## src/rtl/riscv_cache_arb_pkg.sv

```systemverilog
// -----------------------------------------------------------------------------
// riscv_cache_arb_pkg
//
// Shared types and constants for the cache front-end arbiter.
//   cache_arb_state_e : controller phase (array clear walk, then arbitration)
//   CACHE_DEPTH       : default number of cache entries
//   rr_wrap()         : rotating-priority index helper for the round-robin scan
// -----------------------------------------------------------------------------
package riscv_cache_arb_pkg;

    localparam int CACHE_DEPTH = 256;

    typedef enum logic [0:0] {
        ARB_INIT,
        ARB_RUN
    } cache_arb_state_e;

    // Index reached after stepping 'offset' places past 'base' in a ring of n.
    function automatic int rr_wrap(input int base, input int offset, input int n);
        return (base + offset) % n;
    endfunction

endpackage

```

## src/rtl/riscv_cache_arb_if.sv

```systemverilog
// -----------------------------------------------------------------------------
// riscv_cache_arb_if
//
// Requester-side bus of the cache arbiter. Signal prefixes are relative to the
// arbiter (i_ = into the arbiter, o_ = out of it).
//   i_req_valid/o_req_ready : per-requester request handshake (ready is one-hot)
//   i_req_write             : 1 = write, 0 = read
//   i_req_addr/i_req_wdata  : per-requester address and write data
//   o_rsp_valid/i_rsp_ready : per-requester read response handshake
//   o_rsp_data              : shared read data, valid for the flagged requester
// Modports: slave = the arbiter, master = the requesters.
// -----------------------------------------------------------------------------
interface riscv_cache_arb_if #(
    parameter int NUM_REQ    = 2,
    parameter int ADDR_WIDTH = 64,
    parameter int DATA_WIDTH = 64
);

    logic [NUM_REQ-1:0]                 i_req_valid;
    logic [NUM_REQ-1:0]                 o_req_ready;
    logic [NUM_REQ-1:0]                 i_req_write;
    logic [NUM_REQ-1:0][ADDR_WIDTH-1:0] i_req_addr;
    logic [NUM_REQ-1:0][DATA_WIDTH-1:0] i_req_wdata;
    logic [NUM_REQ-1:0]                 o_rsp_valid;
    logic [NUM_REQ-1:0]                 i_rsp_ready;
    logic [DATA_WIDTH-1:0]              o_rsp_data;

    modport slave (
        input  i_req_valid,
        input  i_req_write,
        input  i_req_addr,
        input  i_req_wdata,
        input  i_rsp_ready,
        output o_req_ready,
        output o_rsp_valid,
        output o_rsp_data
    );

    modport master (
        output i_req_valid,
        output i_req_write,
        output i_req_addr,
        output i_req_wdata,
        output i_rsp_ready,
        input  o_req_ready,
        input  o_rsp_valid,
        input  o_rsp_data
    );

endinterface

```

## src/rtl/riscv_cache_arb_rr_arbiter.sv

```systemverilog
// -----------------------------------------------------------------------------
// riscv_rr_arbiter
//
// Purely combinational round-robin picker.
//   i_eligible    : requesters that may be granted this cycle
//   i_last_grant  : index granted most recently; scanning starts one above it
//   o_grant       : one-hot grant (zero when nothing is eligible)
//   o_grant_idx   : binary index of the grant
//   o_grant_valid : any grant this cycle
// -----------------------------------------------------------------------------
module riscv_rr_arbiter
    import riscv_cache_arb_pkg::*;
#(
    parameter  int NUM_REQ = 2,
    localparam int IDX_W   = $clog2(NUM_REQ)
) (
    input  logic [NUM_REQ-1:0] i_eligible,
    input  logic [IDX_W-1:0]   i_last_grant,
    output logic [NUM_REQ-1:0] o_grant,
    output logic [IDX_W-1:0]   o_grant_idx,
    output logic               o_grant_valid
);

    logic [IDX_W-1:0] scan_idx;

    // NOTE: every variable written in an always_comb gets a default at the top
    // of the block; a path that leaves one unassigned would infer a latch.
    always_comb begin
        o_grant       = '0;
        o_grant_idx   = '0;
        o_grant_valid = 1'b0;
        scan_idx      = '0;
        // Offsets 1..NUM_REQ visit every requester once, ending on the last
        // winner itself, so it only wins again if nobody else is eligible.
        for (int k = 1; k <= NUM_REQ; k++) begin
            scan_idx = IDX_W'(rr_wrap(int'(i_last_grant), k, NUM_REQ));
            if (!o_grant_valid && i_eligible[scan_idx]) begin
                o_grant_valid     = 1'b1;
                o_grant_idx       = scan_idx;
                o_grant[scan_idx] = 1'b1;
            end
        end
    end

endmodule

```

## src/rtl/riscv_cache_arb.sv

```systemverilog
// -----------------------------------------------------------------------------
// riscv_cache_arb
//
// Front-end controller for the synchronous-read cache array. After reset it
// walks every index writing zero, then arbitrates the array round-robin
// between NUM_REQ requesters, issuing at most one read or write per cycle.
//
// Ports:
//   clk, reset      : clock, synchronous active-high reset
//   i_enable        : 0 freezes grants and the clear walk
//   bus (slave)     : requester handshake / response bus
//   o_cache_enable  : cache enable, constant 1
//   o_cache_read    : read strobe, o_cache_rd_addr is the index
//   o_cache_write   : write strobe, o_cache_wr_addr / o_cache_data
//   i_cache_data    : cache registered read data (holds while no read issued)
//   o_init_done     : array cleared, arbitration running
//
// Read responses come straight from the cache's output register. That register
// only changes on a read, so a response that is being back-pressured is kept
// stable simply by not issuing another read until it is accepted.
// -----------------------------------------------------------------------------
module riscv_cache_arb
    import riscv_cache_arb_pkg::*;
#(
    parameter int ADDR_WIDTH = 64,
    parameter int DATA_WIDTH = 64,
    parameter int DEPTH      = CACHE_DEPTH,
    parameter int NUM_REQ    = 2
) (
    input  logic                  clk,
    input  logic                  reset,
    input  logic                  i_enable,
    riscv_cache_arb_if.slave      bus,
    output logic                  o_cache_enable,
    output logic                  o_cache_read,
    output logic                  o_cache_write,
    output logic [ADDR_WIDTH-1:0] o_cache_rd_addr,
    output logic [ADDR_WIDTH-1:0] o_cache_wr_addr,
    output logic [DATA_WIDTH-1:0] o_cache_data,
    input  logic [DATA_WIDTH-1:0] i_cache_data,
    output logic                  o_init_done
);

    localparam int IDX_W = $clog2(DEPTH);
    localparam int REQ_W = $clog2(NUM_REQ);

    // Registered state
    cache_arb_state_e state_q, state_d;
    logic [IDX_W-1:0] init_cnt_q, init_cnt_d;
    logic             rsp_pend_q, rsp_pend_d;
    logic [REQ_W-1:0] rsp_id_q, rsp_id_d;
    logic [REQ_W-1:0] last_grant_q, last_grant_d;

    // Combinational arbitration signals
    logic                  active;
    logic                  rsp_accept;
    logic                  read_ok;
    logic [NUM_REQ-1:0]    eligible;
    logic [NUM_REQ-1:0]    grant;
    logic [REQ_W-1:0]      grant_idx;
    logic                  grant_valid;
    logic                  grant_write;
    logic [IDX_W-1:0]      grant_index;
    logic [DATA_WIDTH-1:0] grant_wdata;
    logic                  unused_addr_bits;

    // A cycle with reset asserted issues nothing: any handshake completed then
    // would be lost when the pending response is dropped.
    assign active     = i_enable && !reset;
    assign rsp_accept = rsp_pend_q && bus.i_rsp_ready[rsp_id_q];
    // A new read may be issued only once the cache output register is free,
    // i.e. nothing is pending or the pending data leaves this cycle.
    assign read_ok    = !rsp_pend_q || rsp_accept;

    always_comb begin
        eligible = '0;
        for (int i = 0; i < NUM_REQ; i++) begin
            eligible[i] = (state_q == ARB_RUN) && active && bus.i_req_valid[i] &&
                          (bus.i_req_write[i] || read_ok);
        end
    end

    riscv_rr_arbiter #(
        .NUM_REQ (NUM_REQ)
    ) u_rr_arbiter (
        .i_eligible    (eligible),
        .i_last_grant  (last_grant_q),
        .o_grant       (grant),
        .o_grant_idx   (grant_idx),
        .o_grant_valid (grant_valid)
    );

    assign grant_write = bus.i_req_write[grant_idx];
    assign grant_index = bus.i_req_addr[grant_idx][IDX_W-1:0];
    assign grant_wdata = bus.i_req_wdata[grant_idx];

    // Address bits above the index are ignored, so accesses wrap modulo DEPTH.
    assign unused_addr_bits = ^bus.i_req_addr;

    assign bus.o_req_ready = grant;
    assign bus.o_rsp_data  = i_cache_data;
    assign o_cache_enable  = 1'b1;
    assign o_init_done     = (state_q == ARB_RUN);

    always_comb begin
        bus.o_rsp_valid = '0;
        if (rsp_pend_q) begin
            bus.o_rsp_valid[rsp_id_q] = 1'b1;
        end
    end

    // Next state and cache strobes. A read grant in the accept cycle overrides
    // the clear, so back-to-back reads keep rsp_pend set with the new id.
    always_comb begin
        state_d         = state_q;
        init_cnt_d      = init_cnt_q;
        rsp_pend_d      = rsp_pend_q;
        rsp_id_d        = rsp_id_q;
        last_grant_d    = last_grant_q;
        o_cache_read    = 1'b0;
        o_cache_write   = 1'b0;
        o_cache_rd_addr = '0;
        o_cache_wr_addr = '0;
        o_cache_data    = '0;

        if (rsp_accept) begin
            rsp_pend_d = 1'b0;
        end

        case (state_q)
            ARB_INIT: begin
                if (active) begin
                    o_cache_write   = 1'b1;
                    o_cache_wr_addr = ADDR_WIDTH'(init_cnt_q);
                    init_cnt_d      = init_cnt_q + IDX_W'(1);
                    if (init_cnt_q == IDX_W'(DEPTH - 1)) begin
                        state_d = ARB_RUN;
                    end
                end
            end
            ARB_RUN: begin
                if (grant_valid) begin
                    last_grant_d = grant_idx;
                    if (grant_write) begin
                        o_cache_write   = 1'b1;
                        o_cache_wr_addr = ADDR_WIDTH'(grant_index);
                        o_cache_data    = grant_wdata;
                    end else begin
                        o_cache_read    = 1'b1;
                        o_cache_rd_addr = ADDR_WIDTH'(grant_index);
                        rsp_pend_d      = 1'b1;
                        rsp_id_d        = grant_idx;
                    end
                end
            end
            default: begin
                state_d = ARB_INIT;
            end
        endcase
    end

    // NOTE: state registers use non-blocking assignments so every flop samples
    // the values from before the clock edge, independent of statement order.
    always_ff @(posedge clk) begin
        if (reset) begin
            state_q      <= ARB_INIT;
            init_cnt_q   <= '0;
            rsp_pend_q   <= 1'b0;
            rsp_id_q     <= '0;
            // Start just below requester 0 so it wins the first arbitration.
            last_grant_q <= REQ_W'(NUM_REQ - 1);
        end else begin
            state_q      <= state_d;
            init_cnt_q   <= init_cnt_d;
            rsp_pend_q   <= rsp_pend_d;
            rsp_id_q     <= rsp_id_d;
            last_grant_q <= last_grant_d;
        end
    end

endmodule

```

## src/flat_wrapper.sv

```systemverilog
// flat-port wrapper written by rule: the top's interface ports become plain ports
module riscv_cache_arb_flat import riscv_cache_arb_pkg::*;
#(
    parameter int ADDR_WIDTH = 64,
    parameter int DATA_WIDTH = 64,
    parameter int DEPTH      = CACHE_DEPTH,
    parameter int NUM_REQ    = 2
)
  (clk, reset, i_enable, o_cache_enable, o_cache_read, o_cache_write, o_cache_rd_addr, o_cache_wr_addr, o_cache_data, i_cache_data, o_init_done, bus_i_req_valid, bus_i_req_write, bus_i_req_addr, bus_i_req_wdata, bus_i_rsp_ready, bus_o_req_ready, bus_o_rsp_valid, bus_o_rsp_data);
  riscv_cache_arb_if #(.NUM_REQ(NUM_REQ), .ADDR_WIDTH(ADDR_WIDTH), .DATA_WIDTH(DATA_WIDTH)) bus_i ();
  input  logic clk;
  input  logic reset;
  input  logic i_enable;
  output logic o_cache_enable;
  output logic o_cache_read;
  output logic o_cache_write;
  output logic [ADDR_WIDTH-1:0] o_cache_rd_addr;
  output logic [ADDR_WIDTH-1:0] o_cache_wr_addr;
  output logic [DATA_WIDTH-1:0] o_cache_data;
  input  logic [DATA_WIDTH-1:0] i_cache_data;
  output logic o_init_done;
  input wire logic [$bits(bus_i.i_req_valid)-1:0] bus_i_req_valid;
  input wire logic [$bits(bus_i.i_req_write)-1:0] bus_i_req_write;
  input wire logic [$bits(bus_i.i_req_addr)-1:0] bus_i_req_addr;
  input wire logic [$bits(bus_i.i_req_wdata)-1:0] bus_i_req_wdata;
  input wire logic [$bits(bus_i.i_rsp_ready)-1:0] bus_i_rsp_ready;
  output wire logic [$bits(bus_i.o_req_ready)-1:0] bus_o_req_ready;
  output wire logic [$bits(bus_i.o_rsp_valid)-1:0] bus_o_rsp_valid;
  output wire logic [$bits(bus_i.o_rsp_data)-1:0] bus_o_rsp_data;
  assign bus_i.i_req_valid = bus_i_req_valid;
  assign bus_i.i_req_write = bus_i_req_write;
  assign bus_i.i_req_addr = bus_i_req_addr;
  assign bus_i.i_req_wdata = bus_i_req_wdata;
  assign bus_i.i_rsp_ready = bus_i_rsp_ready;
  assign bus_o_req_ready = bus_i.o_req_ready;
  assign bus_o_rsp_valid = bus_i.o_rsp_valid;
  assign bus_o_rsp_data = bus_i.o_rsp_data;
  riscv_cache_arb #(.ADDR_WIDTH(ADDR_WIDTH), .DATA_WIDTH(DATA_WIDTH), .DEPTH(DEPTH), .NUM_REQ(NUM_REQ)) u_core (.clk(clk), .reset(reset), .i_enable(i_enable), .bus(bus_i), .o_cache_enable(o_cache_enable), .o_cache_read(o_cache_read), .o_cache_write(o_cache_write), .o_cache_rd_addr(o_cache_rd_addr), .o_cache_wr_addr(o_cache_wr_addr), .o_cache_data(o_cache_data), .i_cache_data(i_cache_data), .o_init_done(o_init_done));
endmodule
```

## config.mk

```make
export PLATFORM = sky130hd
export DESIGN_NAME = riscv_cache_arb_flat
export DESIGN_NICKNAME = d
export VERILOG_FILES = /design/src/rtl/riscv_cache_arb_pkg.sv /design/src/rtl/riscv_cache_arb_if.sv /design/src/rtl/riscv_cache_arb_rr_arbiter.sv /design/src/rtl/riscv_cache_arb.sv /design/src/flat_wrapper.sv
export SDC_FILE = /design/constraint.sdc
export NUM_CORES = 1
export LEC_CHECK = 0
export CAP_MARGIN = 20
export CORE_AREA = 2 2 228 230
export DETAILED_ROUTE_END_ITERATION = 16
export DIE_AREA = 0 0 230 232
export PLACE_DENSITY = 0.34
export REMOVE_ABC_BUFFERS = 1
export SYNTH_ARGS = -nofsm -noshare
export SYNTH_HDL_FRONTEND = slang
export SYNTH_SLANG_ARGS = --single-unit
export TNS_END_PERCENT = 5
```

## constraint.sdc

```tcl
create_clock -name clk -period 1.9 [get_ports clk]
set_input_delay 0.38 -clock clk [delete_from_list [all_inputs] [get_ports clk]]
set_output_delay 0.38 -clock clk [all_outputs]
set_load 0.01 [all_outputs]
```

Word level (Yosys, flattened, before mapping)
Index checks and enable logic that the tools add are counted.

operators by class
  bitwise operators = 3
  order comparisons = 7
  eq/ne operators = 1
  reductions and logical operators = 20
  add/sub/neg operators = 3
  multiplexer cells = 49

operator list
  operator                                                                      count
  64-bit two-way mux                                                            8
  64-bit case mux with 2 select lines                                           1
  8-bit two-way mux                                                             5
  1-bit two-way mux                                                             28
  1-bit logical AND                                                             11
  8-bit by 1-bit adder with 8-bit output, second input constant                 1
  8-bit equality test, second input constant                                    1
  1-bit by 2-bit less-than comparator with 1-bit output, second input constant  4
  2-bit two-way mux                                                             3
  2-bit AND reduction                                                           2
  1-bit demux with 1-bit select                                                 3
  1-bit greater-or-equal comparator, second input constant                      3
  1-bit logical NOT                                                             3
  1-bit logical OR                                                              3
  3-bit AND reduction                                                           1
  1-bit adder, second input constant                                            2
  1-bit NOT                                                                     2
  2-bit bitwise OR                                                              1
  1-bit case mux with 2 select lines                                            1

storage, ports and cells
  register bits = 12
  output and inout bits = 264

Depth between registers and ports, before layout
  depth in word-level cells = 17
  mapped depth = 7
  depth with buffers taken out = 5

Modules after synthesis
From an unflattened synthesis, not the netlist that was laid out.

second synthesis, totals
  cells, all modules = 433
  area total of the unflattened synthesis = 3125.5 µm²

modules (own cells, without submodules)
  module            area an instance (µm²)  seq. area each (µm²)  cells an instance  instances
  riscv_cache_arb   3093.0                  240.2                 428                1
  riscv_rr_arbiter  32.5                    0.0                   5                  1

Worst setup path after synthesis
No wires, ideal clock.

  path kind = register to output
  start point = register u_core.rsp_id_q
  end point = output port o_cache_data[10]
  data required time = 1.520 ns
  arrival time = 1.609 ns
  buffers on the path = 1
  cell stages (with the launch flop) = 6
  path slack = -0.089 ns
  cells stage by stage = dfxtp_1 -> mux2_4 -> o211ai_2 -> clkbuf_1 -> nand3_1 -> a21oi_1

on the way
  cells in the longest elaborated chain, start to end = 17

RTL lines
  element                                                                                      RTL line                                      RTL
  start, declared                                                                              riscv_cache_arb.sv:51                         logic [REQ_W-1:0] rsp_id_q, rsp_id_d;
  start signal, assigned                                                                       riscv_cache_arb.sv:176                        rsp_id_q <= rsp_id_d;
  1-bit two-way mux (not written as such) * (2 in series)                                      riscv_cache_arb.sv:70                         assign rsp_accept = rsp_pend_q && bus.i_rsp_ready[rsp_id_q];
  1-bit logical AND *                                                                          riscv_cache_arb.sv:70
  1-bit logical OR *                                                                           riscv_cache_arb.sv:73                         assign read_ok = !rsp_pend_q || rsp_accept;
  1-bit logical OR                                                                             riscv_cache_arb.sv:79                         (bus.i_req_write[i] || read_ok);
  1-bit logical AND                                                                            riscv_cache_arb.sv:78                         eligible[i] = (state_q == ARB_RUN) && active && bus.i_req_valid[i] &&
  1-bit two-way mux (not written as such) (2 in series)                                        riscv_cache_arb_rr_arbiter.sv:37              if (!o_grant_valid && i_eligible[scan_idx]) begin
  1-bit two-way mux                                                                            riscv_cache_arb_rr_arbiter.sv:37
  1-bit logical NOT                                                                            riscv_cache_arb_rr_arbiter.sv:37
  1-bit logical AND                                                                            riscv_cache_arb_rr_arbiter.sv:37
  1-bit two-way mux                                                                            riscv_cache_arb_rr_arbiter.sv:37
  64-bit two-way mux (not written as such) or 1-bit two-way mux (tied branches) (2 in series)  riscv_cache_arb.sv:95, riscv_cache_arb.sv:93
  64-bit two-way mux                                                                           riscv_cache_arb.sv:144                        if (grant_write) begin
  64-bit two-way mux *                                                                         riscv_cache_arb.sv:142                        if (grant_valid) begin
  64-bit two-way mux *                                                                         riscv_cache_arb.sv:130                        case (state_q)
  end, declared                                                                                flat_wrapper.sv:19                            output logic [DATA_WIDTH-1:0] o_cache_data;

Every way passes the cells marked *; elsewhere a longest branch is shown, timed or not. The select of a mux whose other input is x is not followed.

Final worst setup path
  start point = input port bus_i_rsp_ready[0]
  end point = output port o_cache_data[2]

on the way
  cells in the longest elaborated chain, start to end = 17

RTL lines
  element                                                                                      RTL line                                      RTL
  start, declared                                                                              flat_wrapper.sv:26                            input wire logic [$bits(bus_i.i_rsp_ready)-1:0] bus_i_rsp_ready;
  1-bit two-way mux (not written as such) * (2 in series)                                      riscv_cache_arb.sv:70
  1-bit logical AND *                                                                          riscv_cache_arb.sv:70
  1-bit logical OR *                                                                           riscv_cache_arb.sv:73
  1-bit logical OR                                                                             riscv_cache_arb.sv:79
  1-bit logical AND                                                                            riscv_cache_arb.sv:78
  1-bit two-way mux (not written as such) (2 in series)                                        riscv_cache_arb_rr_arbiter.sv:37
  1-bit two-way mux                                                                            riscv_cache_arb_rr_arbiter.sv:37
  1-bit logical NOT                                                                            riscv_cache_arb_rr_arbiter.sv:37
  1-bit logical AND                                                                            riscv_cache_arb_rr_arbiter.sv:37
  1-bit two-way mux                                                                            riscv_cache_arb_rr_arbiter.sv:37
  64-bit two-way mux (not written as such) or 1-bit two-way mux (tied branches) (2 in series)  riscv_cache_arb.sv:95, riscv_cache_arb.sv:93
  64-bit two-way mux                                                                           riscv_cache_arb.sv:144
  64-bit two-way mux *                                                                         riscv_cache_arb.sv:142
  64-bit two-way mux *                                                                         riscv_cache_arb.sv:130

Marks and branches as above.

==> impl_results.md <==
* PnR worst setup slack at -0.7327 ns
* Final core utilization at around 14%
* Critical Path Fanout Max at 6
* Avg Cell Area, Syn at 6.473 um^2
* Hold Path Class: in2reg
* WS Path Type: in2out
* Die area at between 50000 and 60000 um^2
* Ys async rst share at 0%
* Vias in the first global route at 4583
* # IOs at roughly 590
* Critical Path Max Stage Delay at 0.49 ns
* Max Slew Vio Count at 0
* Ys flop type: dfxtp_1
* Most common cell after layout, fill and taps aside: clkdlybuf4s50_1
* Max clock buf depth at 2
* Final setup violation count at 84
* Total power draw at ~1300 uW
* Failing checks: negative setup slack
* Critical-path top delay cell: o311a_4
* Initial antenna violation count at 1
* Hold path depth at 3
* WP data arrival at ~2.3 ns
* Tmin final at approximately 2.6 ns
* Setup Skew at slightly above 0.001 ns
* Crit. End Element: output port
* Final nets at about 1100
* Syn Inst Count at 537
* DP Worst Slack at -1.360 ns
* Layout cells sized above 1 at about two fifths
* Port bufs at between 200 and 250
* Post-synth EDFFs at 0
* Area of the multi-input gates at between 2000 and 3000 um^2
* Clock sink count at 12
* R2r endpoint: u_core.last_grant_q
* Final ANT Viol Nets at 0
* Yosys cell types at 40
* Area growth syn-to-layout at 110.9%
* CP Data Required Time at 1.52 ns
* Leak at between 0.002 and 0.003 uW
* RSZ-0062 raised after global routing: true
* # diodes at 0
* Worst reg2reg startpoint: u_core.rsp_id_q
* Seq cells post-synth at 12
* DRC at 0
* Die width at 230 um
* Yosys warns at 0
* Worst-Skew Late Latency at between 0.2 and 0.25 ns
* Final GP Congestion at 0.7949
* VDD IR max at 0.1763 mV
* Sequential-to-total area share from yosys stat at 6.911%
* Grt ovf at 0
* Clock transition at path regs at approximately 0.05 ns
* Synthesized area at between 3000 and 4000 um^2
* Internal at ~900 uW
* Crit path cell chain: dlygate4sd2_1, mux2_4, buf_6, o311a_4, buf_16, buf_4, nand3_1, a21oi_1, buf_2
* Root Driver: clkbuf_16
* Max Clk Rate at 379.8 MHz
* Status: complete, but fails checks
* Reg2reg path depth at 7
* Hold Crit Endpoint: u_core.rsp_pend_q
* DR iter-0 viols at 80
* CTS Hold Bufs at 0
* Part of the power in registers at 20.8%
* DR vias/cell at 3.151
* Sw Share at around 29%
* Hold Crit Start: reset
* Die height at 232 um
* Overall routing resource usage at about 11%
* R2R setup slack at about 0.080 ns
* Routed len/inst at 21.07 um
* Max cap viols at 0
* Htree depth at 1
* Initial cell density of the core at 6.831%
* Routed via count at ~4600
* PD cells at 171.2 nW/um^2
* First-pass GRT wire length at 40.30 mm
* Detailed Route WL at approximately 31 mm
* Final Hold Vio Count at 0
* Largest net degree at the start of global routing at 21
* Final period util at 138.6%
* Combinational share of power at approximately 45%
* Sw Pwr at approximately 360 uW
* Clk pwr share at between 30% and 40%
* Commonest non-fill, non-tap cells in the layout: clkdlybuf4s50_1, conb_1, o21ai_0
* Core box area at between 50000 and 60000 um^2
* Pre-antenna DRT Iters at 4
* CTS buffer count at 3
* DP HPWL at between 20 and 25 mm
* CTS tree: built
* CP Launch Type: input port
* Sequential cell area at around 240 um^2
* Fillers at a little under 6000
* Rows at 83
power by group through the flow:
| stage | Clock, uW | Combinational [uW] | Sequential (uW) |
|---|---|---|---|
| after floorplan | 0 | 152 | 264 |
| final | 435 | 559 | 261 |
| after global placement | 0 | 522 | 266 |
| after CTS | 449 | 540 | 261 |
| after global routing | 460 | 607 | 262 |
| after detailed placement | 0 | 523 | 266 |
area by class of cell:
type / instances / share of cell area (%)
Clock buffer: 4 / 1.212
Tap cell: 680 / 11.60
Sequential cell: 12 / 3.311
Inverter: 5 / 0.2560
Multi-Input combinational cell: 413 / 36.02
Timing Repair Buffer: 354 / 47.59
timing repair:
| action | 4_1_cts | 5_1_grt |
|---|---|---|
| pin swaps | 15 | 25 |
| gates resized for setup | 338 | 159 |
| cloned | 9 | 4 |
| setup endpoints to repair | 88 | 85 |
| buffers inserted | 26 | 2 |
synth_stat cells (all sizes together) (2+ instances only):
cell type / n / area share [%]
a21oi: 78 / 11
a221o: 8 / 2.3
and2: 8 / 1.4
buf: 202 / 43
clkbuf: 17 / 1.8
conb: 2 / 0.22
dfxtp: 12 / 6.9
inv: 5 / 0.54
nand2: 6 / 0.65
nand2b: 5 / 0.90
nand3: 73 / 11
nand4: 4 / 0.72
nor2: 11 / 1.3
nor3: 2 / 0.29
o21ai: 78 / 11
or3: 3 / 0.54
xnor2: 3 / 0.76
xor2: 2 / 0.50
cell families (layout without fill, tap and decap cells):
group / after synthesis / count (layout) / synth area share [%]
xor+xnor: 5 / 5 / 1.260
simple gates: 120 / 120 / 18.22
fa+ha+maj: 1 / 1 / 0.3599
compound gates: 172 / 173 / 27.25
mux: 1 / 1 / 0.4318
other cells: 2 / 113 / 0.2161
buf+inv: 224 / 363 / 45.36
flops: 12 / 12 / 6.911
critical path: cells and delay by family:
kind                   cells  cell delay, ns
buffers and inverters      5            0.88
AO/OA/AOI/OAI              2            0.56
multiplexers               1            0.33
AND/OR/NAND/NOR            1            0.08
worst max-delay path by stage:
stage / startpoint / end / depth (start not counted)
after detailed placement: bus_i_req_valid[0] / o_cache_data[17] / 7
final: bus_i_rsp_ready[0] / o_cache_data[2] / 9
after global routing: u_core.rsp_id_q / o_cache_data[61] / 8
after floorplan: u_core.rsp_id_q / o_cache_data[0] / 4
after global placement: bus_i_req_valid[0] / o_cache_data[17] / 7
after CTS: u_core.rsp_id_q / o_cache_data[51] / 7
state kept, by name, indices dropped and copies added (netlist names):
signal and flops:
u_core.last_grant_q 1, u_core.rsp_id_q 1, u_core.rsp_pend_q 1, u_core.o_init_done 1
u_core.init_cnt_q 8
per-stage QoR:
stage                     hold WS, ns  std cells  TNS (ns)  area, um^2
final                          0.4691       1468    -52.72        7332
after global routing           0.4921       1468    -59.36        7332
after CTS                      0.4640       1465    -55.72        7029
after detailed placement       0.5156       1426   -101.99        6350
after global placement         0.5021       1426   -101.73        6350
after floorplan                0.4491        429   -118.01        2335
metal layers:
metal / wire length (um) / GRT usage [%] / part of all wire [%] / vias up
met5: 324 / 4.779 / 1.0 / -
met4: 263 / 0.6452 / 0.85 / 10
met3: 4749 / 7.220 / 15 / 23
met2: 15350 / 19.79 / 50 / 404
met1: 10250 / 10.41 / 33 / 2102
li1: - / - / - / 2087
Note: power is estimated with default switching activity, not from simulation.
